**src/rtl/dmem_arbiter_if.sv**
```systemverilog
// Port bundle for dmem_arbiter: two requester channels, the MEM-stage stall
// and the variable-latency memory bus.
//
// Handshake: a requester raises req with we/addr/wdata/be stable and keeps them
// until its one-cycle ready pulse; rdata/fault are meaningful only with ready.
// On the memory side mem_req stays high with stable fields until the memory
// pulses mem_ack or mem_err (mem_err wins when both are high); mem_rdata is
// sampled together with mem_ack.
//
// slave  : the arbiter's view (serves the requesters, drives the memory bus).
// master : the environment's view (requesters plus memory model).
interface dmem_arbiter_if #(
  parameter int ADDR_W = 32,
  parameter int DATA_W = 32
);
  localparam int BE_W = DATA_W / 8;

  logic              m0_req;
  logic              m0_we;
  logic [ADDR_W-1:0] m0_addr;
  logic [DATA_W-1:0] m0_wdata;
  logic [BE_W-1:0]   m0_be;
  logic              m0_ready;
  logic [DATA_W-1:0] m0_rdata;
  logic              m0_fault;

  logic              m1_req;
  logic              m1_we;
  logic [ADDR_W-1:0] m1_addr;
  logic [DATA_W-1:0] m1_wdata;
  logic [BE_W-1:0]   m1_be;
  logic              m1_ready;
  logic [DATA_W-1:0] m1_rdata;
  logic              m1_fault;

  logic              stall_m;

  logic              mem_req;
  logic              mem_we;
  logic [ADDR_W-1:0] mem_addr;
  logic [DATA_W-1:0] mem_wdata;
  logic [BE_W-1:0]   mem_be;
  logic              mem_ack;
  logic              mem_err;
  logic [DATA_W-1:0] mem_rdata;

  modport slave (
    input  m0_req, m0_we, m0_addr, m0_wdata, m0_be,
    output m0_ready, m0_rdata, m0_fault,
    input  m1_req, m1_we, m1_addr, m1_wdata, m1_be,
    output m1_ready, m1_rdata, m1_fault,
    output stall_m,
    output mem_req, mem_we, mem_addr, mem_wdata, mem_be,
    input  mem_ack, mem_err, mem_rdata
  );

  modport master (
    output m0_req, m0_we, m0_addr, m0_wdata, m0_be,
    input  m0_ready, m0_rdata, m0_fault,
    output m1_req, m1_we, m1_addr, m1_wdata, m1_be,
    input  m1_ready, m1_rdata, m1_fault,
    input  stall_m,
    input  mem_req, mem_we, mem_addr, mem_wdata, mem_be,
    output mem_ack, mem_err, mem_rdata
  );
endinterface

```
**src/rtl/dmem_arbiter.sv**
```systemverilog
// Two-master arbiter/sequencer for the single data-memory port.
// IDLE picks a requester (round-robin on contention), ACCESS holds the memory
// request until ack/err or the access timeout, RESP pulses the winner's ready.
// dbg_state exposes the FSM state: 0 = IDLE, 1 = ACCESS, 2 = RESP.
module dmem_arbiter #(
  parameter int ADDR_W  = 32,
  parameter int DATA_W  = 32,
  parameter int TIMEOUT = 255
) (
  input  logic          clk,
  input  logic          start,
  dmem_arbiter_if.slave bus,
  output logic [1:0]    dbg_state
);
  localparam int BE_W  = DATA_W / 8;
  localparam int CNT_W = $clog2(TIMEOUT + 1);

  localparam logic [CNT_W-1:0] CNT_MAX  = CNT_W'(TIMEOUT);
  localparam logic [CNT_W-1:0] CNT_LAST = CNT_W'(TIMEOUT - 1);
  localparam logic [CNT_W-1:0] CNT_ONE  = CNT_W'(1);

  localparam logic [1:0] S_IDLE   = 2'd0;
  localparam logic [1:0] S_ACCESS = 2'd1;
  localparam logic [1:0] S_RESP   = 2'd2;

  logic [1:0]       state;
  logic             last_grant;
  logic [CNT_W-1:0] cnt;

  logic              any_req;
  logic              grant_sel;
  logic              grant_fire;
  logic              sel_we;
  logic [ADDR_W-1:0] sel_addr;
  logic [DATA_W-1:0] sel_wdata;
  logic [BE_W-1:0]   sel_be;

  logic              access_done;
  logic              resp_fault;
  logic [DATA_W-1:0] resp_rdata;

  // Arbitration: a sole requester always wins; on contention the master that
  // was not served last wins, so a waiting master is never passed over twice.
  always_comb begin
    any_req    = bus.m0_req | bus.m1_req;
    grant_sel  = (bus.m0_req & bus.m1_req) ? ~last_grant : bus.m1_req;
    grant_fire = (state == S_IDLE) & any_req;
    sel_we     = grant_sel ? bus.m1_we    : bus.m0_we;
    sel_addr   = grant_sel ? bus.m1_addr  : bus.m0_addr;
    sel_wdata  = grant_sel ? bus.m1_wdata : bus.m0_wdata;
    sel_be     = grant_sel ? bus.m1_be    : bus.m0_be;
  end

  // Completion decode: err outranks ack; without either, the last allowed
  // ACCESS cycle ends the access as a fault. Stores and faults return zero data.
  always_comb begin
    access_done = (state == S_ACCESS) &
                  (bus.mem_ack | bus.mem_err | (cnt == CNT_LAST));
    resp_fault  = bus.mem_err | ~bus.mem_ack;
    resp_rdata  = (resp_fault | bus.mem_we) ? '0 : bus.mem_rdata;
  end

  // FSM, round-robin pointer and saturating ACCESS-cycle counter.
  always_ff @(posedge clk or negedge start) begin
    if (!start) begin
      state      <= S_IDLE;
      last_grant <= 1'b1;
      cnt        <= '0;
    end else begin
      case (state)
        S_IDLE: begin
          if (grant_fire) begin
            state      <= S_ACCESS;
            last_grant <= grant_sel;
            cnt        <= '0;
          end
        end
        S_ACCESS: begin
          if (cnt != CNT_MAX) cnt <= cnt + CNT_ONE;
          if (access_done) state <= S_RESP;
        end
        S_RESP:  state <= S_IDLE;
        default: state <= S_IDLE;
      endcase
    end
  end

  // Memory bus registers: fields latched at grant and held; mem_req spans ACCESS.
  always_ff @(posedge clk or negedge start) begin
    if (!start) begin
      bus.mem_req   <= 1'b0;
      bus.mem_we    <= 1'b0;
      bus.mem_addr  <= '0;
      bus.mem_wdata <= '0;
      bus.mem_be    <= '0;
    end else if (grant_fire) begin
      bus.mem_req   <= 1'b1;
      bus.mem_we    <= sel_we;
      bus.mem_addr  <= sel_addr;
      bus.mem_wdata <= sel_wdata;
      bus.mem_be    <= sel_be;
    end else if (access_done) begin
      bus.mem_req   <= 1'b0;
    end
  end

  // Response registers: zero except in RESP, where only the granted master
  // sees ready with its rdata/fault.
  always_ff @(posedge clk or negedge start) begin
    if (!start) begin
      bus.m0_ready <= 1'b0;
      bus.m0_rdata <= '0;
      bus.m0_fault <= 1'b0;
      bus.m1_ready <= 1'b0;
      bus.m1_rdata <= '0;
      bus.m1_fault <= 1'b0;
    end else begin
      bus.m0_ready <= 1'b0;
      bus.m0_rdata <= '0;
      bus.m0_fault <= 1'b0;
      bus.m1_ready <= 1'b0;
      bus.m1_rdata <= '0;
      bus.m1_fault <= 1'b0;
      if (access_done) begin
        if (last_grant) begin
          bus.m1_ready <= 1'b1;
          bus.m1_rdata <= resp_rdata;
          bus.m1_fault <= resp_fault;
        end else begin
          bus.m0_ready <= 1'b1;
          bus.m0_rdata <= resp_rdata;
          bus.m0_fault <= resp_fault;
        end
      end
    end
  end

  assign bus.stall_m = bus.m0_req & ~bus.m0_ready;
  assign dbg_state   = state;

endmodule

```
**src/flat_wrapper.sv**
```systemverilog
// flat-port wrapper written by rule: the top's interface ports become plain ports
module dmem_arbiter_flat 
#(
  parameter int ADDR_W  = 32,
  parameter int DATA_W  = 32,
  parameter int TIMEOUT = 255
)
  (clk, start, dbg_state, bus_m0_req, bus_m0_we, bus_m0_addr, bus_m0_wdata, bus_m0_be, bus_m0_ready, bus_m0_rdata, bus_m0_fault, bus_m1_req, bus_m1_we, bus_m1_addr, bus_m1_wdata, bus_m1_be, bus_m1_ready, bus_m1_rdata, bus_m1_fault, bus_stall_m, bus_mem_req, bus_mem_we, bus_mem_addr, bus_mem_wdata, bus_mem_be, bus_mem_ack, bus_mem_err, bus_mem_rdata);
  dmem_arbiter_if #(.ADDR_W(ADDR_W), .DATA_W(DATA_W)) bus_i ();
  input  logic clk;
  input  logic start;
  output logic [1:0] dbg_state;
  input wire logic [$bits(bus_i.m0_req)-1:0] bus_m0_req;
  input wire logic [$bits(bus_i.m0_we)-1:0] bus_m0_we;
  input wire logic [$bits(bus_i.m0_addr)-1:0] bus_m0_addr;
  input wire logic [$bits(bus_i.m0_wdata)-1:0] bus_m0_wdata;
  input wire logic [$bits(bus_i.m0_be)-1:0] bus_m0_be;
  output wire logic [$bits(bus_i.m0_ready)-1:0] bus_m0_ready;
  output wire logic [$bits(bus_i.m0_rdata)-1:0] bus_m0_rdata;
  output wire logic [$bits(bus_i.m0_fault)-1:0] bus_m0_fault;
  input wire logic [$bits(bus_i.m1_req)-1:0] bus_m1_req;
  input wire logic [$bits(bus_i.m1_we)-1:0] bus_m1_we;
  input wire logic [$bits(bus_i.m1_addr)-1:0] bus_m1_addr;
  input wire logic [$bits(bus_i.m1_wdata)-1:0] bus_m1_wdata;
  input wire logic [$bits(bus_i.m1_be)-1:0] bus_m1_be;
  output wire logic [$bits(bus_i.m1_ready)-1:0] bus_m1_ready;
  output wire logic [$bits(bus_i.m1_rdata)-1:0] bus_m1_rdata;
  output wire logic [$bits(bus_i.m1_fault)-1:0] bus_m1_fault;
  output wire logic [$bits(bus_i.stall_m)-1:0] bus_stall_m;
  output wire logic [$bits(bus_i.mem_req)-1:0] bus_mem_req;
  output wire logic [$bits(bus_i.mem_we)-1:0] bus_mem_we;
  output wire logic [$bits(bus_i.mem_addr)-1:0] bus_mem_addr;
  output wire logic [$bits(bus_i.mem_wdata)-1:0] bus_mem_wdata;
  output wire logic [$bits(bus_i.mem_be)-1:0] bus_mem_be;
  input wire logic [$bits(bus_i.mem_ack)-1:0] bus_mem_ack;
  input wire logic [$bits(bus_i.mem_err)-1:0] bus_mem_err;
  input wire logic [$bits(bus_i.mem_rdata)-1:0] bus_mem_rdata;
  assign bus_i.m0_req = bus_m0_req;
  assign bus_i.m0_we = bus_m0_we;
  assign bus_i.m0_addr = bus_m0_addr;
  assign bus_i.m0_wdata = bus_m0_wdata;
  assign bus_i.m0_be = bus_m0_be;
  assign bus_m0_ready = bus_i.m0_ready;
  assign bus_m0_rdata = bus_i.m0_rdata;
  assign bus_m0_fault = bus_i.m0_fault;
  assign bus_i.m1_req = bus_m1_req;
  assign bus_i.m1_we = bus_m1_we;
  assign bus_i.m1_addr = bus_m1_addr;
  assign bus_i.m1_wdata = bus_m1_wdata;
  assign bus_i.m1_be = bus_m1_be;
  assign bus_m1_ready = bus_i.m1_ready;
  assign bus_m1_rdata = bus_i.m1_rdata;
  assign bus_m1_fault = bus_i.m1_fault;
  assign bus_stall_m = bus_i.stall_m;
  assign bus_mem_req = bus_i.mem_req;
  assign bus_mem_we = bus_i.mem_we;
  assign bus_mem_addr = bus_i.mem_addr;
  assign bus_mem_wdata = bus_i.mem_wdata;
  assign bus_mem_be = bus_i.mem_be;
  assign bus_i.mem_ack = bus_mem_ack;
  assign bus_i.mem_err = bus_mem_err;
  assign bus_i.mem_rdata = bus_mem_rdata;
  dmem_arbiter #(.ADDR_W(ADDR_W), .DATA_W(DATA_W), .TIMEOUT(TIMEOUT)) u_core (.clk(clk), .start(start), .bus(bus_i), .dbg_state(dbg_state));
endmodule
```
**config.mk**
```make
export PLATFORM = sky130hd
export DESIGN_NAME = dmem_arbiter_flat
export DESIGN_NICKNAME = d
export VERILOG_FILES = /design/src/rtl/dmem_arbiter_if.sv /design/src/rtl/dmem_arbiter.sv /design/src/flat_wrapper.sv
export SDC_FILE = /design/constraint.sdc
export NUM_CORES = 1
export LEC_CHECK = 0
export CELL_PAD_IN_SITES_DETAIL_PLACEMENT = 0
export CELL_PAD_IN_SITES_GLOBAL_PLACEMENT = 2
export CORE_ASPECT_RATIO = 2
export CORE_UTILIZATION = 25
export CTS_BUF_LIST = sky130_fd_sc_hd__clkbuf_16
export DETAILED_ROUTE_END_ITERATION = 7
export PLACE_DENSITY = 0.81
export SKIP_LAST_GASP = 1
export SLEW_MARGIN = 40
export SYNTH_ARGS = -nofsm -noshare
export SYNTH_HDL_FRONTEND = slang
export SYNTH_SLANG_ARGS = --single-unit
```
**constraint.sdc**
```tcl
create_clock -name clk -period 3.3 [get_ports clk]
set_input_delay 0.99 -clock clk [delete_from_list [all_inputs] [get_ports clk]]
set_output_delay 0.99 -clock clk [all_outputs]
set_load 0.03 [all_outputs]
```
After elaboration in Yosys (flattened, before gate mapping). Cells that the tools add are included.

Equal/unequal tests: 6. Reduce and logical (&&, ||, !) cells: 6. Mux-type cells: 26. Add/sub/neg operators: 1. Bitwise logic cells: 12.

Operators with widths (number): 32-bit 2-to-1 mux (7); 8-bit 2-to-1 mux (2); 8-bit one-hot mux with 2 select lines (1); 1-bit 2-to-1 mux (12); 8-bit by 1-bit adder with 8-bit output, second input constant (1); 8-bit equality test, second input constant (1); 8-bit inequality test, second input constant (1); 1-bit bitwise OR (5); 1-bit bitwise AND (4); 2-bit 2-to-1 mux (2); 4-bit 2-to-1 mux (1); 2-bit by 1-bit inequality test with 1-bit output, second input constant (2); 2-bit one-hot mux with 2 select lines (1); 2-bit AND reduction (2); 2-bit nonzero test (2); 1-bit inverter (3); 3-bit AND reduction (1); 2-bit by 1-bit equality test with 1-bit output, second input constant (1); 2-bit zero test (1); 2-bit inequality test, second input constant (1).

Flip-flop bits (word level): 149. Output and inout port bits: 141.

Logic depth before layout (Yosys ltp).
Depth after elaboration: 6. Depth in mapped cells: 7. Gate-level depth less buffers: 7.

Worst setup path before layout. OpenSTA, ideal clock, no wires.

Kind: input to output. Start point: input port bus_m0_req. End point: output port bus_stall_m. Data required time: 2310 ps. Slack: 865 ps. Stages: 1. Data arrival time: 1445 ps. Path through: nor2b_1.

Longest elaborated chain between the ends: 1.

Ends and longest elaborated chain: start: declaration (line flat_wrapper.sv:13) `input wire logic [$bits(bus_i.m0_req)-1:0] bus_m0_req;`; 1-bit bitwise AND (line dmem_arbiter.sv:138) `assign bus.stall_m = bus.m0_req & ~bus.m0_ready;`; end: declaration (line flat_wrapper.sv:29) `output wire logic [$bits(bus_i.stall_m)-1:0] bus_stall_m;`.

No other way between the ends.

Worst setup path in the final report. Same ends and word-level chain as after synthesis.

==> flow_summary.toml <==
[die]
die_h_um = 223.3
die_width_um = 112.6
core_um2 = 23920
die-area_um2 = 25150
starting_density_of_the_core_pct = 25.58
fp-row-count = 80
i_o_pin_total = 317

[sta]
min_tclk_post_route_ns = 2.900
rsz_0062_raised_after_global_routing = "false"
fin_setup_tns_ns = 0
tightest_slew_ns = 0.7417
worst_relative_slew_slack_pct = 50.36
slew_violations = 0
hold_ws_ns = 0.4819
final-setup-viol-count = 0
timing.fmax_mhz = 344.9
report.final.hold_viol_count = 0
fin_skew_ns = 0.009781
layout_worst_path_cycle_share_pct = 87.87

[place]
place_hpwl_um = 14650
gp_routability_congestion = 0.7626
placed_area_um2 = 9613
portBuffers = 316
number_of_cells_after_detailed_placement = 1094

[global_routing]
grt_overflow_total = 0
grt_max_degree = 57
grt_first_pass_wirelength_um = 29260
antenna_violations_before_repair = 0
vias_in_the_first_global_route = 4980
grt_util_all_layers_pct = 15.86

[detailed_routing]
wl_um = 19380
vias_per_cell = 4.281
drt_first_iter_violations = 108
route.antenna.remaining_nets = 0
drt_drc_violations_left = 0
detail_route.first_pass.iterations = 4
routedWlPerCell_um = 17.21
vias = 4820

[critical_path]
crit_path_cell_trace = "clkdlybuf4s50_1 > nor2b_1 > buf_4"
cells_on_worst_reg2reg_path = 4
worst-path-buf-inv = 2
critical-path-top-delay-family = "buffers and inverters"
setup.worst_path.class = "in2out"
slowest_stage = "clkdlybuf4s50_1"
delay_of_the_slowest_cell_on_the_worst_path_ns = 0.59
critPathMaxFanout = 3
worst_setup_path_end_kind = "output pin"
worstSetupPathDepth = 3
critical_path.startpoint_type = "input port"
cp_data_required_time_ns = 2.31
cp.arrival_ns = 1.91

[final_layout]
layout.filler_cells = 2273
antenna_cells_inserted = 0
finish.net_count = 1004
fin_cells = 1126
final_area_um2 = 10170
regArea_um2 = 3730
layout-drive-gt1-share_pct = 9.774
layout_overhead_on_the_synthesized_area_pct = 66.18
multi_input_area_um2 = 2141

[clock_network]
clk_latency_ns = 0.44
cts.sinks = 149
cts-hold-fix-buffers = 0
post_cts_setup_buffers = 0
cts_htree_levels = 4
post_cts_resized = 0
cts_root_buffer = "clkbuf_16"
clk_pin_slew_worst_paths_ns = 0.06
cts_max_path_buffers = 2
cts_buffers = 17
cts_tree = "built"

[synthesis]
synth.ff_latch_count = 149
seq_total_area_yosys_pct = 60.95
synth_flop_cell = "dfrtp_1"
synthDominantAreaCellType = "dfrtp_1"
synth.cell_area_um2 = 6120
mappedNetlistNets = 688
gate_count_post_synth = 510
yosys.cell_count.top_type = "dfrtp_1"
synth.top_cells.by_area = "dfrtp_1, mux2i_1, o21ai_1"
synth_edf_count = 0
synthArstFlopShare_pct = 100.0
synth_area_per_cell_um2 = 12.00
netlist-cell-type-count = 34
synth_common_cells = "dfrtp_1, nand2_1, mux2i_1, o21ai_1, and2_1"
yosysWarnings = 0
post-synth-top-area-fraction_pct = 60.52

[run_status]
status = "finished clean"

[power_and_ir_drop]
worst_ir_drop_vdd_mv = 0.3378
powerDensity_nw_per_um2 = 796.4
cellLeakagePower_nw = 4.477

[min_path]
min_delay_path_depth = 2
min_path_type = "reg2reg"

[run]
maxCapViolCount = 0
## per-stage QoR
step | utilization, % | power, mW | setup slack, ns
6_report | 42.51 | 8.099 | 0.4004
3_5_place_dp | 40.18 | 6.345 | 0.4005
2_1_floorplan | - | 4.687 | 0.8647
4_1_cts | 42.51 | 8.248 | 0.3949
3_3_place_gp | 40.18 | 6.304 | 0.4025
5_1_grt | 42.51 | 8.550 | 0.3760
## final timing paths
kind                                    startpoint                       to  slack, ns
min in group asynchronous                    start  u_core.bus.m1_rdata[10]       0.51
max                                     bus_m0_req              bus_stall_m       0.40
max in group asynchronous                    start  u_core.bus.m0_rdata[19]       2.05
min reg2reg                u_core.bus.mem_addr[24]  u_core.bus.mem_addr[24]       0.48
max reg2reg                      u_core.last_grant  u_core.bus.mem_addr[13]       1.68
min                        u_core.bus.mem_addr[24]  u_core.bus.mem_addr[24]       0.48
## layout by cell type, fill, tap and decap left out, types with 3 or more instances in the layout
cell / netlist / routed
buf_4: 1 / 5
inv_1: 3 / 3
clkbuf_16: 0 / 17
or4_1: 3 / 3
nand3_1: 14 / 14
inv_6: 0 / 3
clkinv_1: 0 / 3
buf_12: 0 / 9
dfrtp_1: 148 / 148
clkdlybuf4s50_1: 0 / 314
o21ai_0: 3 / 3
o21ai_1: 70 / 70
nand2_1: 73 / 73
clkinvlp_4: 0 / 4
mux2i_1: 70 / 70
nor2_1: 4 / 4
and2_1: 37 / 37
and2_2: 28 / 28
o211ai_1: 4 / 4
## power breakdown
part | switching (mW) | internal, mW | leakage, nW
logic | 2.08 | 1.54 | 2.27
clock network | 0.814 | 1.04 | 0.261
registers | 0.287 | 2.34 | 1.95
total | 3.18 | 4.92 | 4.48
## sequential cells by signal, indices dropped and copies added, names as in the netlist
register / count
u_core.bus.m1_fault: 1
u_core.bus.mem_we: 1
u_core.cnt: 8
u_core.bus.m1_ready: 1
u_core.bus.m0_fault: 1
u_core.bus.mem_req: 1
u_core.bus.m1_rdata: 32
u_core.dbg_state: 2
u_core.bus.m0_ready: 1
u_core.bus.mem_be: 4
u_core.bus.m0_rdata: 32
u_core.bus.mem_addr: 32
u_core.last_grant: 1
u_core.bus.mem_wdata: 32
## cells by family (layout without fill, tap and decap cells)
kind of cell / count (synthesis) / in the layout / share of synthesized area, %
compound gates: 83 / 83 / 7.217
flops: 149 / 149 / 60.95
fa+ha+maj: 2 / 2 / 0.4088
mux: 71 / 71 / 11.69
simple gates: 170 / 170 / 15.42
buf+inv: 35 / 364 / 4.314
## worst reg2reg max path: cells and delay by family, from the launching register on
| kind | cells | cell delay (ns) |
|---|---|---|
| AO/OA/AOI/OAI | 2 | 0.32 |
| flip-flops | 1 | 0.44 |
| multiplexers | 1 | 0.42 |
| buffers and inverters | 1 | 0.32 |
## final cells by class
class / count / share of cell area (%)
Inverter: 3 / 0.1107
Sequential cell: 149 / 36.68
Timing Repair Buffer: 329 / 33.16
Multi-Input combinational cell: 326 / 21.05
Clock inverter: 15 / 1.292
Tap cell: 287 / 3.531
Clock buffer: 17 / 4.183
## routing by layer
metal / vias up / track usage, % / routed length [um]
li1: 2350 / - / -
met1: 2287 / 16.57 / 7099
met2: 164 / 29.23 / 10790
met3: 19 / 4.048 / 1094
met4: 0 / 7.269 / 394
met5: - / 0 / 0
No activity file was read; power rests on OpenSTA's default activity.
